`config.mk`:
```
export PLATFORM = sky130hd
export DESIGN_NAME = yutorina_id_hazard_stage
export DESIGN_NICKNAME = d
export VERILOG_FILES = /design/src/rtl/yutorina_id_hazard_stage.sv
export SDC_FILE = /design/constraint.sdc
export NUM_CORES = 1
export LEC_CHECK = 0
export ABC_CLOCK_PERIOD_IN_PS = 11700
export CAP_MARGIN = 25
export CORE_AREA = 2 2 170 172
export CTS_BUF_LIST = sky130_fd_sc_hd__clkbuf_16
export CTS_CLUSTER_SIZE = 28
export DETAILED_ROUTE_END_ITERATION = 8
export DIE_AREA = 0 0 172 174
export PLACE_DENSITY = 0.65
export SETUP_SLACK_MARGIN = 0.4
export SYNTH_ARGS = -nofsm -noshare
export SYNTH_HDL_FRONTEND = slang
export SYNTH_SLANG_ARGS = --single-unit
```
`constraint.sdc`:
```
create_clock -name clk -period 11.7 [get_ports clk]
set_input_delay 1.755 -clock clk [delete_from_list [all_inputs] [get_ports clk]]
set_output_delay 1.755 -clock clk [all_outputs]
set_load 0.03 [all_outputs]
```
`src/rtl/yutorina_id_hazard_stage.sv`:
```
// ============================================================================
// Module   : yutorina_id_hazard_stage
// Purpose  : ID-stage operand forwarding, load-use interlock and ID register.
// Revision : 1.0 - initial release
// ============================================================================
`default_nettype none

module yutorina_id_hazard_stage #(
  parameter int DATA_W   = 32,
  parameter int GPR_AW   = 5,
  parameter int FWD_N    = 2,
  parameter int BUNDLE_W = 64,
  parameter int LOAD_LAT = 1,
  parameter int CNT_W    = 16
) (
  input  logic                    clk,
  input  logic                    rst,
  input  logic                    stall,
  input  logic                    flush,
  input  logic                    if_en_,
  input  logic [GPR_AW-1:0]       dec_r_addr1,
  input  logic [GPR_AW-1:0]       dec_r_addr2,
  input  logic                    dec_use1,
  input  logic                    dec_use2,
  input  logic [BUNDLE_W-1:0]     dec_bundle,
  input  logic [DATA_W-1:0]       gpr_r_data1,
  input  logic [DATA_W-1:0]       gpr_r_data2,
  input  logic [FWD_N-1:0]        fwd_vld,
  input  logic [FWD_N-1:0]        fwd_ld,
  input  logic [FWD_N*GPR_AW-1:0] fwd_addr,
  input  logic [FWD_N*DATA_W-1:0] fwd_data,
  output logic [DATA_W-1:0]       r_data1,
  output logic [DATA_W-1:0]       r_data2,
  output logic                    if_hold,
  output logic                    id_en_,
  output logic [BUNDLE_W-1:0]     id_bundle,
  output logic [DATA_W-1:0]       id_r_data1,
  output logic [DATA_W-1:0]       id_r_data2,
  output logic [CNT_W-1:0]        intlk_cnt
);

  localparam int LAT_W = $clog2(LOAD_LAT) + 1;
  localparam logic [LAT_W-1:0] LAT_INIT = LAT_W'(LOAD_LAT - 1);

  typedef enum logic [0:0] {RUN = 1'b0, LOCK = 1'b1} state_t;

  state_t             state, state_nxt;
  logic [LAT_W-1:0]   lat_cnt, lat_nxt;
  logic               en_nxt;
  logic               capture;
  logic               count;
  logic               ld1, ld2;
  logic               hazard;

  // Walk from oldest to youngest so the lowest matching index wins.
  always_comb begin
    r_data1 = gpr_r_data1;
    r_data2 = gpr_r_data2;
    ld1     = 1'b0;
    ld2     = 1'b0;
    for (int i = FWD_N - 1; i >= 0; i--) begin
      if (fwd_vld[i] && fwd_addr[i*GPR_AW +: GPR_AW] == dec_r_addr1) begin
        r_data1 = fwd_data[i*DATA_W +: DATA_W];
        ld1     = fwd_ld[i];
      end
      if (fwd_vld[i] && fwd_addr[i*GPR_AW +: GPR_AW] == dec_r_addr2) begin
        r_data2 = fwd_data[i*DATA_W +: DATA_W];
        ld2     = fwd_ld[i];
      end
    end
    if (dec_r_addr1 == '0) begin
      r_data1 = '0;
      ld1     = 1'b0;
    end
    if (dec_r_addr2 == '0) begin
      r_data2 = '0;
      ld2     = 1'b0;
    end
  end

  assign hazard  = !if_en_ && (state == RUN) && ((dec_use1 && ld1) || (dec_use2 && ld2));
  assign if_hold = hazard || (state == LOCK);

  always_comb begin
    state_nxt = state;
    lat_nxt   = lat_cnt;
    en_nxt    = id_en_;
    capture   = 1'b0;
    count     = 1'b0;
    if (flush) begin
      state_nxt = RUN;
      lat_nxt   = '0;
      en_nxt    = 1'b1;
    end else if (!stall) begin
      case (state)
        RUN: begin
          if (hazard) begin
            en_nxt = 1'b1;
            count  = 1'b1;
            if (LOAD_LAT > 1) begin
              state_nxt = LOCK;
              lat_nxt   = LAT_INIT;
            end
          end else if (!if_en_) begin
            capture = 1'b1;
            en_nxt  = 1'b0;
          end else begin
            en_nxt = 1'b1;
          end
        end
        LOCK: begin
          en_nxt  = 1'b1;
          count   = 1'b1;
          lat_nxt = lat_cnt - 1'b1;
          if (lat_cnt == LAT_W'(1)) state_nxt = RUN;
        end
        default: state_nxt = RUN;
      endcase
    end
  end

  always_ff @(posedge clk or posedge rst) begin
    if (rst) begin
      state   <= RUN;
      lat_cnt <= '0;
      id_en_  <= 1'b1;
    end else begin
      state   <= state_nxt;
      lat_cnt <= lat_nxt;
      id_en_  <= en_nxt;
    end
  end

  always_ff @(posedge clk or posedge rst) begin
    if (rst) begin
      id_bundle  <= '0;
      id_r_data1 <= '0;
      id_r_data2 <= '0;
      intlk_cnt  <= '0;
    end else begin
      if (capture) begin
        id_bundle  <= dec_bundle;
        id_r_data1 <= r_data1;
        id_r_data2 <= r_data2;
      end
      // Saturate rather than wrap so the count stays a lower bound.
      if (count && intlk_cnt != {CNT_W{1'b1}}) intlk_cnt <= intlk_cnt + 1'b1;
    end
  end

endmodule

`default_nettype wire

```
-- Word-level counts from Yosys, hierarchy flattened
Index checks and enable logic that the tools add are counted.
- memory bits (read-only): 0
- register bits: 147
- memories: 0
- bits in latches: 0
- RAM bits: 0
- output and inout port bits: 210
- shift-type cells: 0
- $add $sub $neg: 2
- eq/ne operators: 6
- reductions and logical operators: 16
- multiply operators: 0
- order comparisons: 0
- muxes and demuxes: 33
- divide/modulo/power cells: 0
- bitwise logic cells: 1
- operator list (operator ; count):
    2-to-1 mux 32 bit ; 6
    2-to-1 mux 1 bit ; 25
    equality test 5 bit ; 4
    adder 16 x 1 -> 16 bit, second input constant ; 1
    inequality test 16 bit, second input constant ; 1
    logical NOT 5 bit ; 2
    logical AND 1 bit ; 9
    one-hot mux 1 bit (2 select lines) ; 2
    logical OR 1 bit ; 2
    inequality test 2 x 1 -> 1 bit, second input constant ; 1
    AND reduction 2 bit ; 1
    nonzero test 2 bit ; 1
    logical NOT 1 bit ; 1
    NOT 1 bit ; 1
    subtractor 1 bit, second input constant ; 1

-- Logic depth before layout (Yosys ltp)
Gate-level depths: netlist of run 1.
- depth after elaboration: 13
- gate-level depth with buffers: 9

-- Worst setup path before layout of run 1
Ideal clock, no wire load.
- path type: input port to output port
- start point: input port fwd_addr[6]
- end point: output port r_data2[9]
- path buffers: 1
- arrival: 3743 ps
- slack: 6202 ps
- cell stages on the path: 6
- path through: xnor2_1 > nand3_1 > nor2_1 > clkbuf_1 > mux2i_1 > a211oi_1
- word-level cells in the longest chain between the ends: 5
- RTL lines (what ; RTL line ; text):
    from (decl) ; 30 ; input logic [FWD_N*GPR_AW-1:0] fwd_addr,
    equality test 5 bit ; 66 ; if (fwd_vld[i] && fwd_addr[i*GPR_AW +: GPR_AW] == dec_r_addr2) begin
    logical AND 1 bit ; 66 ;
    2-to-1 mux 32 bit (2 in a row) ; 66 ;
    2-to-1 mux 32 bit ; 75 ; if (dec_r_addr2 == '0) begin
    to (decl) ; 33 ; output logic [DATA_W-1:0] r_data2,
Every way passes these cells.

-- Final worst setup path of run 1
- start point: input port dec_r_addr2[0]
- end point: output port r_data2[19]
- word-level cells in the longest chain between the ends: 5
- RTL lines (what ; RTL line ; text):
    from (decl) ; 22 ; input logic [GPR_AW-1:0] dec_r_addr2,
    equality test 5 bit ; 66 ;
    logical AND 1 bit ; 66 ;
    2-to-1 mux 32 bit (2 in a row) ; 66 ;
    2-to-1 mux 32 bit (*) ; 75 ;
Every way passes the cells marked *; elsewhere a longest branch is shown, timed or not.

==> reports/qor.yml, run 1 <==
status:
  status: "completed"
setup_path:
  cp.required_ps: 9950
  crit_chain: "clkdlybuf4s50_1 -> xor2_1 -> nor4_1 -> nand3_4 -> a211oi_1 -> clkdlybuf4s50_1"
  crit_slowest_cell: "clkdlybuf4s50_1"
  r2r_slack_ps: 8820
  r2r-start: "state"
  crit_type: "input port to output port"
  arrival_ps: 5330
  r2r_end: "id_r_data2[7]"
  cp-end-kind: "output port"
  worst-path-buf-inv: 2
  critPathTopFamily: "buffers and inverters"
  critPathMaxStageDelay_ps: 830
  cp_common_cell: "clkdlybuf4s50_1"
  start_kind: "input port"
  crit_path_max_fanout: 65
  reg2reg_depth: 5
clock_network:
  cts_setup_buffers: 0
  numCtsBuffers: 17
  worstSkewPairLatency_ps: 430
  clk_path_buf_depth: 2
  ctsHoldBuffers: 0
  cts_tree: "built"
  root_buffer: "clkbuf_16"
  path_clk_slew_ps: 70
  cts_resized: 0
  clock_sinks: 147
  cts_max_level: 4
sta:
  worst_slew_pin_slew_ps: 932.3
  finalClockSkew_ps: 8.507
  hold_viol: 0
  setup_viol: 0
  min_period_ps: 7090
  slew_headroom_pct: 37.85
  max_clock_freq_mhz: 141.0
  tns_ps: 0
  setup_slack_ps: 4610
  rsz0062_at_grt: "no"
  finalCritPeriodShare_pct: 60.60
  drv_slew: 0
placed_design:
  hpwl_microns: 22650
  pre_cts_ws_ps: 4616
  io_buffers: 432
  gp_congestion: 0.8965
grt:
  use_met2_pct: 34.37
  busiest_layer: "met2"
  grt_util_met1_pct: 25.06
  grt_pass1_vias: 7234
  grt_max_degree: 91
  grt_antenna_before_repair: 0
  grt_pass1_wl_microns: 45430
  grt_overflow: 0
  met3_usage_pct: 5.874
  grtUsageTotal_pct: 20.44
final_layout:
  diodes: 0
  multiInputGateArea_sq_um: 3968
  drive_gt1_share_pct: 16.38
  layout_commonest_cell: "clkdlybuf4s50_1"
  nets: 1268
  nFillCells: 2643
  seqCellArea_sq_um: 3680
  layout_common_cells: "clkdlybuf4s50_1 (432), dfrtp_1 (146), mux2_4 (100), nor2_1 (73), mux2i_1 (66)"
  area_growth_pct: 67.60
power:
  power_density_nw_per_um2: 156.1
  total_power_mw: 2.061
  peakVddDrop_uv: 92.75
  leakagePower_nw: 5.541
worst_hold_path:
  hold_start: "lat_cnt"
  hold_depth: 1
  hold_end: "state"
  hold_path_class: "flop to flop"
drt:
  viasPerCell: 4.672
  num_vias: 6727
  drt_wl_total_microns: 30900
  drt.antenna.violating_nets: 0
  drtIter0Drc: 324
  drc_errors: 0
  first_pass_iters: 4
  wl_per_cell_microns: 21.45
synthesis:
  synth_fa_ha_area_share_pct: 0.1588
  synthXorXnorAreaFrac_pct: 3.780
  yosys_warnings: 0
  syn_area_sq_um: 7878
  synth_compound_area_share_pct: 6.750
  ys_ff_latch: 147
  synthMuxAreaShare_pct: 31.73
  netlist_instances: 624
  synth_cell_type_count: 34
  synth_nets: 848
  synth-simple-area-share_pct: 7.338
  synth.avg_cell_area_sq_um: 12.62
  synth_top_family_by_area: "multiplexers"
  seq_area_frac_synth_pct: 46.71
floorplan:
  fp.dieW_microns: 172
  dieArea_sq_um: 29930
  coreArea_sq_um: 28240
  io_pins: 433
  start_util_pct: 27.90
  die_y_microns: 174
  row_count: 62
run:
  maxCapViolations: 0
-- cells in the mapped netlist, drive strengths merged --
cell	n	area, sq um
a211oi	65	488.0
a21oi	1	5.000
a221oi	1	8.760
and3	2	12.51
buf	20	180.2
clkbuf	22	82.58
dfrtp	146	3654
dfstp	1	26.28
ha	1	12.51
inv	4	15.01
mux2	130	1839
mux2i	66	660.6
nand2	5	18.77
nand2b	1	6.260
nand3	14	70.07
nand4	4	25.02
nor2	77	289.0
nor3	8	40.04
nor3b	2	15.01
nor4	8	50.05
o21ai	3	15.01
o22ai	1	6.260
o31a	1	8.760
or2	2	12.51
or3	2	12.51
or4	3	26.27
xnor2	12	105.1
xor2	22	192.7
-- through the flow --
stage	std cells	hold slack [ps]	utilization [%]	cell area, sq um
4_1_cts	1437	486.3	46.46	13120
6_report	1440	477.6	46.76	13200
5_1_grt	1440	497.0	46.76	13200
3_3_place_gp	1406	463.3	44.38	12530
2_1_floorplan	624	430.4	-	7878
3_5_place_dp	1406	470.3	44.38	12530
-- report_power, final --
part / switching, mW / internal, mW / total, mW
combinational: 0.410 / 0.406 / 0.817
sequential: 0.0626 / 0.611 / 0.674
clock: 0.236 / 0.334 / 0.570
total: 0.709 / 1.35 / 2.06
-- final cells by class --
cell class / count / area share, %
clock inverter: 14 / 1.232
timing repair buffer: 443 / 33.83
inverter: 4 / 0.1516
sequential: 147 / 27.87
clock buffer: 17 / 3.222
multi-input combinational: 431 / 30.05
tap: 384 / 3.639
-- flip-flops by register name (all words and copies together) (netlist names) --
register    cells
id_r_data1     32
id_en_          1
lat_cnt         1
id_bundle      64
intlk_cnt      16
state           1
id_r_data2     32
-- worst max path at each step --
stage	start	endpoint	slack, ps	depth (start not counted)
5_1_grt	dec_r_addr2[0]	r_data2[9]	4530	6
2_1_floorplan	rst	id_bundle[0]	6000	1
3_3_place_gp	dec_r_addr2[0]	r_data2[9]	4660	6
4_1_cts	dec_r_addr2[0]	r_data2[9]	4620	6
6_report	dec_r_addr2[0]	r_data2[19]	4610	6
3_5_place_dp	dec_r_addr2[0]	id_r_data2[7]	4620	10
-- layer usage --
| metal | part of all wire, % | wire [microns] | up-vias |
|---|---|---|---|
| met4 | 1.9 | 575 | 0 |
| met1 | 42 | 12820 | 3294 |
| met2 | 48 | 14950 | 289 |
| met3 | 8.2 | 2546 | 31 |
| met5 | 0 | 0 | - |
| li1 | - | - | 3113 |
-- logic make-up after synthesis --
group | after synthesis
buf+inv | 46
fa+ha+maj | 1
flops | 147
mux | 196
xor+xnor | 34
simple gates | 128
compound gates | 72
Power figures use the tool's default switching activity.
==> inputs of run 2 (changes only) <==
--- a/config.mk
+++ b/config.mk
@@ -5,14 +5,14 @@
 export SDC_FILE = /design/constraint.sdc
 export NUM_CORES = 1
 export LEC_CHECK = 0
-export ABC_CLOCK_PERIOD_IN_PS = 11700
+export ABC_CLOCK_PERIOD_IN_PS = 7200
 export CAP_MARGIN = 25
-export CORE_AREA = 2 2 170 172
+export CORE_AREA = 2 2 166 168
 export CTS_BUF_LIST = sky130_fd_sc_hd__clkbuf_16
 export CTS_CLUSTER_SIZE = 28
 export DETAILED_ROUTE_END_ITERATION = 8
-export DIE_AREA = 0 0 172 174
-export PLACE_DENSITY = 0.65
+export DIE_AREA = 0 0 168 170
+export PLACE_DENSITY = 0.68
 export SETUP_SLACK_MARGIN = 0.4
 export SYNTH_ARGS = -nofsm -noshare
 export SYNTH_HDL_FRONTEND = slang
==> constraint.sdc (replaced) <==
create_clock -name clk -period 7.2 [get_ports clk]
set_input_delay 1.08 -clock clk [delete_from_list [all_inputs] [get_ports clk]]
set_output_delay 1.08 -clock clk [all_outputs]
set_load 0.03 [all_outputs]
==> run 2 against run 1 <==
First-iteration DRC count rose by 23%. Critical endpoint is now if_hold. Highest routed layer is now met5. Final area fell by 0.47%. Sequential share of layout area rose by 0.13 points. Utilization rose by 2.5 points. Routed wire length fell by 4.8%. Critical path depth rose by 4. Largest cell class unchanged. Non-clock buffer count rose by 2.
==> reports/qor.yml, run 2 (synthesized netlist as in run 1, its figures left out) <==
power:
  switching_share_pct: 35.94
  power_density_nw_per_um2: 250.3
  total_power_mw: 3.289
  power.internal_mw: 2.107
  peakVddDrop_uv: 145.1
  p_clk_share_pct: 26.5
  seqPwrFrac_pct: 33.1
  p_sw_mw: 1.182
  combPwrFrac_pct: 40.4
  leakagePower_nw: 5.544
drt:
  drc_errors: 0
  first_pass_iters: 5
  num_vias: 6775
  wl_per_cell_microns: 20.98
  drt.antenna.violating_nets: 0
  viasPerCell: 4.836
  drt_wl_total_microns: 29400
  drtIter0Drc: 397
clock_network:
  clock_sinks: 147
  cts_max_level: 4
  cts_setup_buffers: 0
  worstSkewPairLatency_ps: 420
  cts_tree: "built"
  root_buffer: "clkbuf_16"
  numCtsBuffers: 17
  clk_path_buf_depth: 2
  ctsHoldBuffers: 0
  path_clk_slew_ps: 70
  cts_resized: 0
sta:
  slew_headroom_pct: 38.98
  tns_ps: 0
  setup_slack_ps: 1584
  min_period_ps: 5616
  finalCritPeriodShare_pct: 78.01
  max_clock_freq_mhz: 178.0
  worst_slew_pin_slew_ps: 915.3
  setup_viol: 0
  drv_slew: 0
  rsz0062_at_grt: "no"
  finalClockSkew_ps: 8.637
  hold_viol: 0
grt:
  grt_max_degree: 80
  grt_pass1_vias: 7107
  grt_pass1_wl_microns: 43560
  grtUsageTotal_pct: 20.13
  grt_antenna_before_repair: 3
  grt_overflow: 0
worst_hold_path:
  hold_path_class: "flop to flop"
  hold_depth: 1
floorplan:
  start_util_pct: 29.56
  dieArea_sq_um: 28560
  fp.dieW_microns: 168
  io_pins: 433
  coreArea_sq_um: 26650
  die_y_microns: 170
  row_count: 60
setup_path:
  cp-end-kind: "output port"
  reg2reg_depth: 8
  crit_type: "input port to output port"
  crit_path_max_fanout: 37
  arrival_ps: 4540
  cp.required_ps: 6120
  start_kind: "input port"
placed_design:
  hpwl_microns: 21810
  io_buffers: 432
  pre_cts_ws_ps: 1568
  place_area_sq_um: 12530
  gp_congestion: 0.8807
final_layout:
  regMostFlops: "id_bundle"
  nets: 1270
  drive_gt1_share_pct: 16.71
  design_area_sq_um: 13140
  layout_common_cells: "clkdlybuf4s50_1 (432), dfrtp_1 (146), mux2_4 (100), nor2_1 (73), mux2i_1 (66)"
  area_growth_pct: 66.80
  layout_commonest_cell: "clkdlybuf4s50_1"
  largest_reg_flops: 64
  top_regs: "id_bundle x64, id_r_data1 x32, id_r_data2 x32"
  utilization_pct: 49.31
run:
  maxCapViolations: 0
status:
  status: "completed"
==> run 2: cell types whose count changed in the layout (fill, tap and decap cells not counted), sizes merged <==
| cell | delta |
|---|---|
| bufinv | -3 |
| clkinv | +2 |
| diode | +1 |
| buf | +2 |
| inv | +4 |
| clkinvlp | -2 |
==> run 2: area by class of cell <==
class,count,area (sq um)
Multi-Input combinational cell,431,3960
Antenna cell,1,2.502
Fill cell,2394,13510
Clock inverter,15,126.4
Clock buffer,17,425.4
Timing Repair Buffer,445,4499
Sequential cell,147,3680
Inverter,4,20.02
Tap cell,341,426.7
==> run 2: per-layer routing <==
metal	up-vias	global-route usage, %	wire [microns]	share of wire (%)
met5	-	0	21	0.071
met2	295	34.41	14420	49
met3	42	6.233	2288	7.8
met4	4	6.654	665	2.3
li1	3122	-	-	-
met1	3312	24.14	12000	41
==> run 2: power groups by stage <==
| stage | logic (mW) | registers, mW | clock network [mW] |
|---|---|---|---|
| 6_report | 1.33 | 1.09 | 0.873 |
| 5_1_grt | 1.38 | 1.11 | 0.933 |
| 4_1_cts | 1.34 | 1.09 | 0.902 |
| 3_5_place_dp | 1.33 | 1.10 | 0 |
| 3_3_place_gp | 1.33 | 1.10 | 0 |
| 2_1_floorplan | 0.374 | 1.43 | 0 |
==> run 2: worst max-delay path, stage by stage <==
cell	delay (ps)
clkdlybuf4s50_1	550
xor2_1	220
nor4_1	380
nand3_2	620
buf_12	420
mux2i_1	160
o22ai_1	190
nand2b_1	80
nand2_1	80
clkdlybuf4s50_1	700
==> run 2: final timing paths <==
kind / start / endpoint / slack, ps
worst max-delay path: dec_r_addr2[0] / if_hold / 1580
worst min-delay path: lat_cnt / state / 470
worst max register to register: intlk_cnt[0] / intlk_cnt[1] / 4590
worst min register to register: lat_cnt / state / 470
max in group asynchronous: rst / id_r_data1[13] / 4600
min in group asynchronous: rst / id_bundle[16] / 1190
==> run 2: per-stage QoR <==
stage | std cells | hold slack, ps
after floorplan | 624 | 430.4
final | 1401 | 472.8
after global placement | 1366 | 446.7
after global routing | 1401 | 504.6
after detailed placement | 1366 | 466.0
after CTS | 1398 | 473.8
==> inputs of run 3 (changes only) <==
--- a/config.mk
+++ b/config.mk
@@ -5,13 +5,13 @@
 export SDC_FILE = /design/constraint.sdc
 export NUM_CORES = 1
 export LEC_CHECK = 0
-export ABC_CLOCK_PERIOD_IN_PS = 7200
+export ABC_CLOCK_PERIOD_IN_PS = 5100
 export CAP_MARGIN = 25
-export CORE_AREA = 2 2 166 168
+export CORE_AREA = 2 2 170 172
 export CTS_BUF_LIST = sky130_fd_sc_hd__clkbuf_16
 export CTS_CLUSTER_SIZE = 28
 export DETAILED_ROUTE_END_ITERATION = 8
-export DIE_AREA = 0 0 168 170
+export DIE_AREA = 0 0 172 174
 export PLACE_DENSITY = 0.68
 export SETUP_SLACK_MARGIN = 0.4
 export SYNTH_ARGS = -nofsm -noshare
==> constraint.sdc (replaced) <==
create_clock -name clk -period 5.1 [get_ports clk]
set_input_delay 0.765 -clock clk [delete_from_list [all_inputs] [get_ports clk]]
set_output_delay 0.765 -clock clk [all_outputs]
set_load 0.03 [all_outputs]
==> run 3 against run 2 <==
Via count down 0.62%. Sequential power up 42%. Hold slack better by 6.7 ps. Largest power group unchanged.
==> reports/qor.yml, run 3 (synthesized netlist as in run 1, its figures left out) <==
final_layout:
  top_regs: "id_bundle x64, id_r_data1 x32, id_r_data2 x32"
  largest_reg_flops: 64
  layout_common_cells: "clkdlybuf4s50_1 (429), dfrtp_1 (146), mux2_4 (100), nor2_1 (73), mux2i_1 (66)"
  layout.cells.non_filler: 1446
  layout_commonest_cell: "clkdlybuf4s50_1"
  area_growth_pct: 69.16
  drive_gt1_share_pct: 17.04
  nFillCells: 2617
  regMostFlops: "id_bundle"
  nets: 1273
  diodes: 0
  design_area_sq_um: 13330
setup_path:
  critPathTopFamily: "buffers and inverters"
  arrival_ps: 3730
  crit_path_max_fanout: 21
  start_kind: "input port"
  cp_common_cell: "clkdlybuf4s50_1"
  crit_type: "input port to output port"
  crit_chain: "clkdlybuf4s50_1 -> xnor2_1 -> nand3_1 -> nor2_4 -> buf_4 -> mux2i_1 -> a211oi_1 -> clkdlybuf4s50_1"
  cp.depth: 8
  cp.required_ps: 4340
  reg2reg_depth: 8
  critPathMaxStageDelay_ps: 810
  cp-end-kind: "output port"
  worst-path-buf-inv: 3
  crit_slowest_cell: "clkdlybuf4s50_1"
drt:
  num_vias: 6733
  met3_length_microns: 2494
  viasPerCell: 4.656
  drt.antenna.violating_nets: 0
  drtIter0Drc: 342
  top_layer: "met5"
  first_pass_iters: 6
  drc_errors: 0
  wl_per_cell_microns: 20.95
  wl_met1_microns: 12290
  drt_wl_total_microns: 30300
  routed-wl-met2_microns: 15020
power:
  power.internal_mw: 3.109
  switching_share_pct: 34.11
  seqPwrFrac_pct: 32.7
  p_sw_mw: 1.610
  combPwrFrac_pct: 40.0
  leakagePower_nw: 5.602
  peakVddDrop_uv: 184.1
  power_density_nw_per_um2: 354.1
  p_clk_share_pct: 27.3
sta:
  slew_headroom_pct: 49.84
  tns_ps: 0
  worst_slew_pin_slew_ps: 747.9
  finalClockSkew_ps: 9.375
  drv_slew: 0
  whs_ps: 479.5
  hold_viol: 0
  max_clock_freq_mhz: 222.3
  rsz0062_at_grt: "no"
  setup_viol: 0
  min_period_ps: 4499
  finalCritPeriodShare_pct: 88.21
placed_design:
  place_area_sq_um: 12700
  gp_congestion: 0.8938
  io_buffers: 432
  dp_cells: 1413
  hpwl_microns: 22620
clock_network:
  ctsHoldBuffers: 0
  clock_sinks: 147
  cts_tree: "built"
  clk_path_buf_depth: 2
  root_buffer: "clkbuf_16"
  cts_max_level: 4
  path_clk_slew_ps: 60
  worstSkewPairLatency_ps: 430
  numCtsBuffers: 17
floorplan:
  start_util_pct: 27.90
  row_count: 62
  io_pins: 433
  dieArea_sq_um: 29930
  die_y_microns: 174
  fp.dieW_microns: 172
  coreArea_sq_um: 28240
worst_hold_path:
  hold_depth: 1
  hold_path_class: "flop to flop"
grt:
  grt_overflow: 0
  grtUsageTotal_pct: 19.95
  grt_max_degree: 110
  grt_pass1_vias: 7191
  grt_antenna_before_repair: 1
  grt_pass1_wl_microns: 44390
run:
  maxCapViolations: 0
status:
  status: "completed"
[run 3: cell count changes in the layout (fill, tap and decap cells not counted), moves of 2 or more]
cell	before	now
bufinv_16	0	3
clkinv_2	3	1
inv_6	5	1
clkdlybuf4s50_1	432	429
inv_8	3	0
nand3_4	0	2
buf_12	3	9
inv_1	3	6
nand3_2	2	0
clkinvlp_4	1	5
[run 3: per-layer routing]
| metal | vias to the layer above | track usage, % |
|---|---|---|
| met1 | 3308 | 23.93 |
| met5 | - | 0 |
| met4 | 2 | 5.287 |
| met2 | 278 | 34.29 |
| met3 | 26 | 6.398 |
| li1 | 3119 | - |
[run 3: final cells by class]
type | instances | area, sq um | area share, %
Timing Repair Buffer | 448 | 4569 | 34.29
Multi-Input combinational cell | 431 | 3980 | 29.87
Sequential cell | 147 | 3680 | 27.61
Tap cell | 384 | 480.5 | 3.606
Clock buffer | 17 | 425.4 | 3.192
Clock inverter | 15 | 171.4 | 1.286
Inverter | 4 | 18.77 | 0.1408
[run 3: path summary, 6_finish.rpt]
| kind | start | endpoint | slack, ps |
|---|---|---|---|
| setup / recovery | dec_r_addr1[0] | r_data1[30] | 600 |
| hold / removal | lat_cnt | state | 480 |
| setup reg to reg | intlk_cnt[0] | intlk_cnt[1] | 2840 |
| hold reg to reg | lat_cnt | state | 480 |
| max in group asynchronous | rst | id_r_data2[14] | 3380 |
| min in group asynchronous | rst | id_bundle[51] | 570 |
[run 3: what timing repair did]
action                     in CTS  in global routing
setup endpoints to repair       0                  1
buffers inserted                0                  0
gates resized for setup         0                  1
[run 3: power groups by stage]
stage               clock (mW)  sequential (mW)  combinational [mW]
floorplan                    0             2.02               0.529
global placement             0             1.55                1.88
detailed placement           0             1.56                1.89
CTS                       1.32             1.54                1.90
global route              1.37             1.57                1.97
finish                    1.29             1.55                1.89
[run 3: metrics by stage]
stage / worst slack (ps) / util (%) / power, mW
after floorplan: 1582 / - / 2.549
after global placement: 469.6 / 44.89 / 3.435
after detailed placement: 464.4 / 44.99 / 3.449
after CTS: 461.5 / 47.10 / 4.765
after global routing: 493.6 / 47.19 / 4.915
final: 601.1 / 47.19 / 4.719
